$ cat src/rtl/debug_pack.sv
// debug_pack: shared widths, IR register addresses and encodings for the DTM.
package debug_pack;

  localparam int DMI_ADDR     = 7;
  localparam int DMI_WIDTH    = DMI_ADDR + 34;
  localparam int IR_REG_WIRTH = 5;

  localparam logic [IR_REG_WIRTH-1:0] IDCODE_REG_ADDR = 5'h01;
  localparam logic [IR_REG_WIRTH-1:0] DTMCS_REG_ADDR  = 5'h10;
  localparam logic [IR_REG_WIRTH-1:0] DMI_REG_ADDR    = 5'h11;
  localparam logic [IR_REG_WIRTH-1:0] BYPASS_REG_ADDR = 5'h1f;

  typedef enum logic [1:0] {
    DMI_OP_NOP   = 2'd0,
    DMI_OP_READ  = 2'd1,
    DMI_OP_WRITE = 2'd2,
    DMI_OP_RSVD  = 2'd3
  } dmi_op_e;

  typedef enum logic [1:0] {
    DMI_ST_OK     = 2'd0,
    DMI_ST_RSVD   = 2'd1,
    DMI_ST_FAILED = 2'd2,
    DMI_ST_BUSY   = 2'd3
  } dmi_status_e;

  typedef enum logic [1:0] {
    FSM_IDLE = 2'd0,
    FSM_REQ  = 2'd1,
    FSM_RSP  = 2'd2
  } dmi_fsm_e;

  // Builds the dtmcs capture word: version 1, abits, dmistat and idle hint.
  function automatic logic [31:0] makeDtmcs(input logic [1:0] dmiStat,
                                            input logic [2:0] idleHint);
    makeDtmcs = {17'd0, idleHint, dmiStat, 6'(DMI_ADDR), 4'd1};
  endfunction

endpackage

$ cat src/rtl/dtm_dmi_ctrl.sv
// dtm_dmi_ctrl: turns TAP DR updates into DMI requests toward the debug
// module, tracks the sticky DMI error and provides the DR capture values.
module dtm_dmi_ctrl
  import debug_pack::*;
#(
  parameter logic [31:0] IDCODE_VAL = 32'h1000_0DB3,
  parameter logic [2:0]  IDLE_HINT  = 3'd1
) (
  input  logic                    tclk,
  input  logic                    trst_n,
  input  logic                    wr_en,
  input  logic [DMI_WIDTH-1:0]    wr_data,
  output logic                    wr_rdy,
  input  logic [IR_REG_WIRTH-1:0] rd_addr,
  output logic [DMI_WIDTH-1:0]    rd_data,
  output logic                    dmi_req_vld,
  input  logic                    dmi_req_rdy,
  output logic [DMI_ADDR-1:0]     dmi_req_addr,
  output logic [31:0]             dmi_req_data,
  output logic [1:0]              dmi_req_op,
  input  logic                    dmi_rsp_vld,
  output logic                    dmi_rsp_rdy,
  input  logic [31:0]             dmi_rsp_data,
  input  logic [1:0]              dmi_rsp_op
);

  dmi_fsm_e            r_state;
  logic [1:0]          r_sticky;
  logic [DMI_ADDR-1:0] r_lastAddr;
  logic [31:0]         r_rspData;
  logic                r_reqVld;
  logic [DMI_ADDR-1:0] r_reqAddr;
  logic [31:0]         r_reqData;
  logic [1:0]          r_reqOp;
  logic                r_wrRdy;

  logic                w_dmiWr;
  logic                w_dtmcsWr;
  logic                w_hardReset;
  logic                w_dmiReset;
  logic [DMI_ADDR-1:0] w_wrAddr;
  logic [31:0]         w_wrData;
  logic [1:0]          w_wrOp;
  logic                w_reqHs;
  logic                w_rspHs;
  logic                w_rspRdy;
  logic [1:0]          w_dmiStatus;

  assign w_dmiWr     = wr_en && (rd_addr == DMI_REG_ADDR);
  assign w_dtmcsWr   = wr_en && (rd_addr == DTMCS_REG_ADDR);
  assign w_hardReset = w_dtmcsWr && wr_data[17];
  assign w_dmiReset  = w_dtmcsWr && wr_data[16];
  assign w_wrAddr    = wr_data[DMI_WIDTH-1:34];
  assign w_wrData    = wr_data[33:2];
  assign w_wrOp      = wr_data[1:0];
  assign w_reqHs     = r_reqVld && dmi_req_rdy;
  assign w_rspRdy    = (r_state != FSM_REQ);
  assign w_rspHs     = dmi_rsp_vld && w_rspRdy;
  assign w_dmiStatus = (r_state != FSM_IDLE) ? DMI_ST_BUSY : r_sticky;

  assign wr_rdy       = r_wrRdy;
  assign dmi_req_vld  = r_reqVld;
  assign dmi_req_addr = r_reqAddr;
  assign dmi_req_data = r_reqData;
  assign dmi_req_op   = r_reqOp;
  assign dmi_rsp_rdy  = w_rspRdy;

  // The TAP may write from the first clock after reset is released.
  always_ff @(posedge tclk or negedge trst_n) begin
    if (!trst_n) begin
      r_wrRdy <= 1'b0;
    end else begin
      r_wrRdy <= 1'b1;
    end
  end

  // DMI transaction FSM; a response in the same cycle as a write is applied first, so the write sees a busy controller.
  always_ff @(posedge tclk or negedge trst_n) begin
    if (!trst_n) begin
      r_state    <= FSM_IDLE;
      r_sticky   <= DMI_ST_OK;
      r_lastAddr <= '0;
      r_rspData  <= '0;
      r_reqVld   <= 1'b0;
      r_reqAddr  <= '0;
      r_reqData  <= '0;
      r_reqOp    <= '0;
    end else if (w_hardReset) begin
      r_state  <= FSM_IDLE;
      r_sticky <= DMI_ST_OK;
      r_reqVld <= 1'b0;
    end else begin
      case (r_state)
        FSM_IDLE: begin
          if (w_dmiWr && (r_sticky == DMI_ST_OK)) begin
            r_lastAddr <= w_wrAddr;
            if ((w_wrOp == DMI_OP_READ) || (w_wrOp == DMI_OP_WRITE)) begin
              r_state   <= FSM_REQ;
              r_reqVld  <= 1'b1;
              r_reqAddr <= w_wrAddr;
              r_reqData <= w_wrData;
              r_reqOp   <= w_wrOp;
            end
          end
        end
        FSM_REQ: begin
          if (w_reqHs) begin
            r_state  <= FSM_RSP;
            r_reqVld <= 1'b0;
          end
          if (w_dmiWr && (r_sticky == DMI_ST_OK)) begin
            r_sticky <= DMI_ST_BUSY;
          end
        end
        FSM_RSP: begin
          if (w_rspHs) begin
            r_state   <= FSM_IDLE;
            r_rspData <= dmi_rsp_data;
            if ((r_sticky == DMI_ST_OK) && (dmi_rsp_op != DMI_ST_OK)) begin
              r_sticky <= dmi_rsp_op;
            end else if (w_dmiWr && (r_sticky == DMI_ST_OK)) begin
              r_sticky <= DMI_ST_BUSY;
            end
          end else if (w_dmiWr && (r_sticky == DMI_ST_OK)) begin
            r_sticky <= DMI_ST_BUSY;
          end
        end
        default: begin
          r_state  <= FSM_IDLE;
          r_reqVld <= 1'b0;
        end
      endcase
      if (w_dmiReset) begin
        r_sticky <= DMI_ST_OK;
      end
    end
  end

  // Capture value of the DR currently selected by the IR.
  always_comb begin
    rd_data = '0;
    case (rd_addr)
      IDCODE_REG_ADDR: rd_data = DMI_WIDTH'(IDCODE_VAL);
      DTMCS_REG_ADDR:  rd_data = DMI_WIDTH'(makeDtmcs(r_sticky, IDLE_HINT));
      DMI_REG_ADDR:    rd_data = {r_lastAddr, r_rspData, w_dmiStatus};
      BYPASS_REG_ADDR: rd_data = '0;
      default:         rd_data = '0;
    endcase
  end

endmodule
$ cat config.mk
export PLATFORM = sky130hd
export DESIGN_NAME = dtm_dmi_ctrl
export DESIGN_NICKNAME = d
export VERILOG_FILES = /design/src/rtl/debug_pack.sv /design/src/rtl/dtm_dmi_ctrl.sv
export SDC_FILE = /design/constraint.sdc
export NUM_CORES = 1
export LEC_CHECK = 0
export ABC_AREA = 1
export CAP_MARGIN = 15
export CORE_MARGIN = 1
export CORE_UTILIZATION = 43
export CTS_BUF_LIST = sky130_fd_sc_hd__clkbuf_8
export DETAILED_ROUTE_END_ITERATION = 10
export HOLD_SLACK_MARGIN = 0.02
export PLACE_DENSITY = 0.85
export SYNTH_ARGS = -nofsm -noshare
export SYNTH_HDL_FRONTEND = slang
export SYNTH_SLANG_ARGS = --single-unit
$ cat constraint.sdc
create_clock -name tclk -period 1.9 [get_ports tclk]
set_input_delay 0.285 -clock tclk [delete_from_list [all_inputs] [get_ports tclk]]
set_output_delay 0.285 -clock tclk [all_outputs]
set_load 0.05 [all_outputs]
==> summary.md <==
| Metric | Value |
|---|---|
| Max-Cap Viols | `0` |
| Switch Pwr | `2.03 mW` |
| Tmin final | `1900 ps` |
| Total DRC errors in the routed layout | `0` |
| GRT overflow | `0` |
| Cell Area, Synth | `0.00384 mm^2` |
| Final Skew | `8.50 ps` |
| Crit path from | `r_state[1]$_DFFE_PN0P_` |
| Share of cells above drive strength 1 | `0.223` |
| GRT Overall Usage | `0.255` |
| Reg2Reg Depth | `6` |
| DIE AREA | `0.00931 mm^2` |
| Post-Syn Instances | `470` |
| Crit-path max cell delay | `430 ps` |
| Clock Sinks | `86` |
| Antenna Nets Post-Route | `0` |
| Std-Cell Rows | `34` |
| Starting Density | `0.442` |
| Final setup TNS | `0 ps` |
| Rel. slew slack | `0.592` |
| Initial antenna violation count | `0` |
| First DRT Iteration DRCs | `117` |
| Gpl congestion | `0.845` |
| Pint | `3.57 mW` |
| Yosys warning count | `0` |
| First-pass GRT wire length | `17900 um` |
| Startpoint class of the critical path | `flip-flop` |
| Unique masters post-synth | `28` |
| Worst Hold Class | `in2async` |
| Antenna cells | `0` |
| Switching part of the total | `0.362` |
| Logic pwr share | `0.346` |
| Final Instance Area | `0.00686 mm^2` |
| Clk pin slew, worst setup/hold paths | `90 ps` |
| Core area | `0.00868 mm^2` |
| CTS root buf | `clkbuf_8` |
| CP max stage cell | `dfrtp_1` |
| WL final | `11700 um` |
| I/O pin count | `170` |
| Fmax | `528 MHz` |
| I/O Buffers | `169` |
| Critical path required time | `1620 ps` |
| Die Wd | `96.5 um` |
| CP Capture Type | `output pin` |
| Leak Pwr | `3.33 nW` |
| Vias in the first global route | `3794` |
| Core Util, Final | `0.790` |
| Worst skew pair latency | `350 ps` |
| RSZ-0062 raised after global routing | `true` |
| Buffers & Inverters on Critical Path | `3` |
| Crit. path cell count | `6` |
| Worst Path Max Fanout | `4` |
| H-tree levels | `3` |
| Critical path type | `reg2out` |
| Reg-to-reg slack, setup | `150 ps` |
| Total power draw | `5.60 mW` |
| Hold Vio Cnt, Final | `0` |
| Reg2reg start | `r_state[0]$_DFFE_PN0P_` |
| Peak VDD IR | `1.01 mV` |
| Slew of the pin with the lowest slew margin | `607 ps` |
| DR pass1 iterations | `4` |
| Max clock buf depth | `2` |
| Placed cell area | `0.00622 mm^2` |
| Vias per inst | `4.92` |
| # nets final | `757` |
| Worst reg2reg endpoint | `r_rspData[25]$_DFFE_PN0P_` |
| P&R area growth vs syn | `78.6%` |
| Post-DP HPWL | `7960 um` |
| Worst Setup EP | `rd_data[0]` |
| Synth Register Bits | `86` |
| CTS Buf Count | `9` |
| Clk network pwr share | `0.228` |
| Sequential fraction of the synthesis area | `0.560` |
| Drt wl/cell | `15.0 um` |
| CP top delay family | `flip-flops` |
| Synth Area per Inst | `8.17 um^2` |
| Layout fillers | `568` |
| Synth Net Count | `559` |
| Reg power frac | `0.425` |
| Final setup violation count | `0` |
| Outcome | `finished clean` |
| Vias | `3842` |
| Largest net degree at the start of global routing | `55` |
| Max-slew violation count | `0` |
| Crit-path cells | `inv_2 > ha_4 > inv_1 > nor3_2 > o21ai_2 > buf_12` |
| Pwr/cell area | `817 mW/mm^2` |
| Die Y | `96.5 um` |
| Period utilization | `0.998` |
| Crit path arrival time | `1610 ps` |
| TritonCTS clock tree | `done` |
-- cell usage after synthesis, drive strengths merged --
cell	n	area share
inv	66	0.065
buf	13	0.020
nor3	1	0.0013
ha	4	0.013
nand4	2	0.0033
nand2	144	0.14
a31oi	1	0.0016
o31ai	2	0.0039
dfrtp	86	0.56
o21ai	34	0.044
o211ai	1	0.0020
xnor2	1	0.0023
a21oi	27	0.035
or2	1	0.0016
nor2	71	0.079
clkbuf	5	0.0052
nand3	9	0.016
conb	1	0.00098
nand3b	1	0.0020
-- sequential cells by signal (all words and copies together), names as in the netlist --
signal / cells
r_lastAddr: 7
wr_rdy: 1
r_sticky: 2
dmi_req_vld: 1
dmi_req_data: 32
r_state: 2
r_rspData: 32
dmi_req_op: 2
dmi_req_addr: 7
-- timing repair --
action / in CTS / in global routing
hold endpoints to repair: 32 / 0
pin swaps: 6 / 5
gates cloned: 3 / 0
hold buffers: 1 / 0
setup buffers: 3 / 3
setup endpoints to repair: 38 / 16
gates resized for setup: 86 / 8
-- cells by family after synthesis --
| group | Yosys count | share of synthesized area |
|---|---|---|
| adder cells (fa/ha/maj) | 4 | 0.0130 |
| AND/OR/NAND/NOR | 229 | 0.246 |
| flip-flops | 86 | 0.560 |
| XOR/XNOR | 1 | 0.00228 |
| buffers and inverters | 84 | 0.0899 |
| AO/OA/AOI/OAI | 65 | 0.0870 |
| other | 1 | 0.000977 |
-- metal layers --
| layer | track usage | part of all wire |
|---|---|---|
| met1 | 0.294 | 0.38 |
| met2 | 0.455 | 0.53 |
| met3 | 0.0532 | 0.058 |
| met4 | 0.113 | 0.026 |
| met5 | 0 | 0 |
-- cells in the final DEF, fill, tap and decap left out, types with 2 or more instances in the layout --
cell type / instances
a21oi_1: 27
buf_12: 45
buf_16: 3
buf_4: 28
buf_6: 2
clkbuf_8: 9
clkdlybuf4s50_1: 121
clkinvlp_4: 2
dfrtp_1: 86
dlygate4sd2_1: 3
ha_1: 3
inv_1: 60
inv_2: 7
nand2_1: 138
nand2_2: 3
nand2_4: 2
nand3_1: 5
nand3_2: 4
nand4_1: 2
nor2_1: 37
nor2_4: 31
nor2_8: 2
o21ai_0: 21
o21ai_1: 12
o31ai_1: 2
-- final cells by class --
class	instances	area, um^2	share of cell area
Tap cell	108	135	0.0197
Sequential cell	86	2150	0.314
Inverter	66	248	0.0361
Clock buffer	9	124	0.0181
Clock inverter	7	73.8	0.0108
Multi-Input combinational cell	300	1640	0.240
Timing Repair Buffer	205	2480	0.362
-- per-stage QoR --
stage | hold slack, ps | cells | worst slack [ps]
3_3_place_gp | 257 | 755 | -66.6
4_1_cts | 443 | 778 | 7.49
6_report | 460 | 781 | 4.34
5_1_grt | 452 | 781 | -72.0
3_5_place_dp | 273 | 755 | -159
2_1_floorplan | -10.6 | 470 | -212
-- worst min path at each step --
stage | cells after the start | slack (ps) | endpoint | start
6_report | 2 | 460 | r_rspData[11]$_DFFE_PN0P_ | trst_n
2_1_floorplan | 0 | -10 | dmi_req_addr[0]$_DFFE_PN0P_ | trst_n
3_3_place_gp | 1 | 260 | r_rspData[11]$_DFFE_PN0P_ | trst_n
5_1_grt | 3 | 450 | dmi_req_data[25]$_DFFE_PN0P_ | wr_data[27]
3_5_place_dp | 1 | 270 | r_rspData[14]$_DFFE_PN0P_ | trst_n
4_1_cts | 2 | 440 | r_rspData[14]$_DFFE_PN0P_ | trst_n
-- power groups by stage --
stage	Combinational [mW]	Clock (mW)	Sequential, mW
after floorplan	0.861	0	2.49
after global placement	1.57	0	2.39
after detailed placement	1.64	0	2.41
after CTS	1.84	1.32	2.38
after global routing	2.11	1.40	2.42
final	1.94	1.28	2.38
Note: power is estimated with default switching activity, not from simulation.
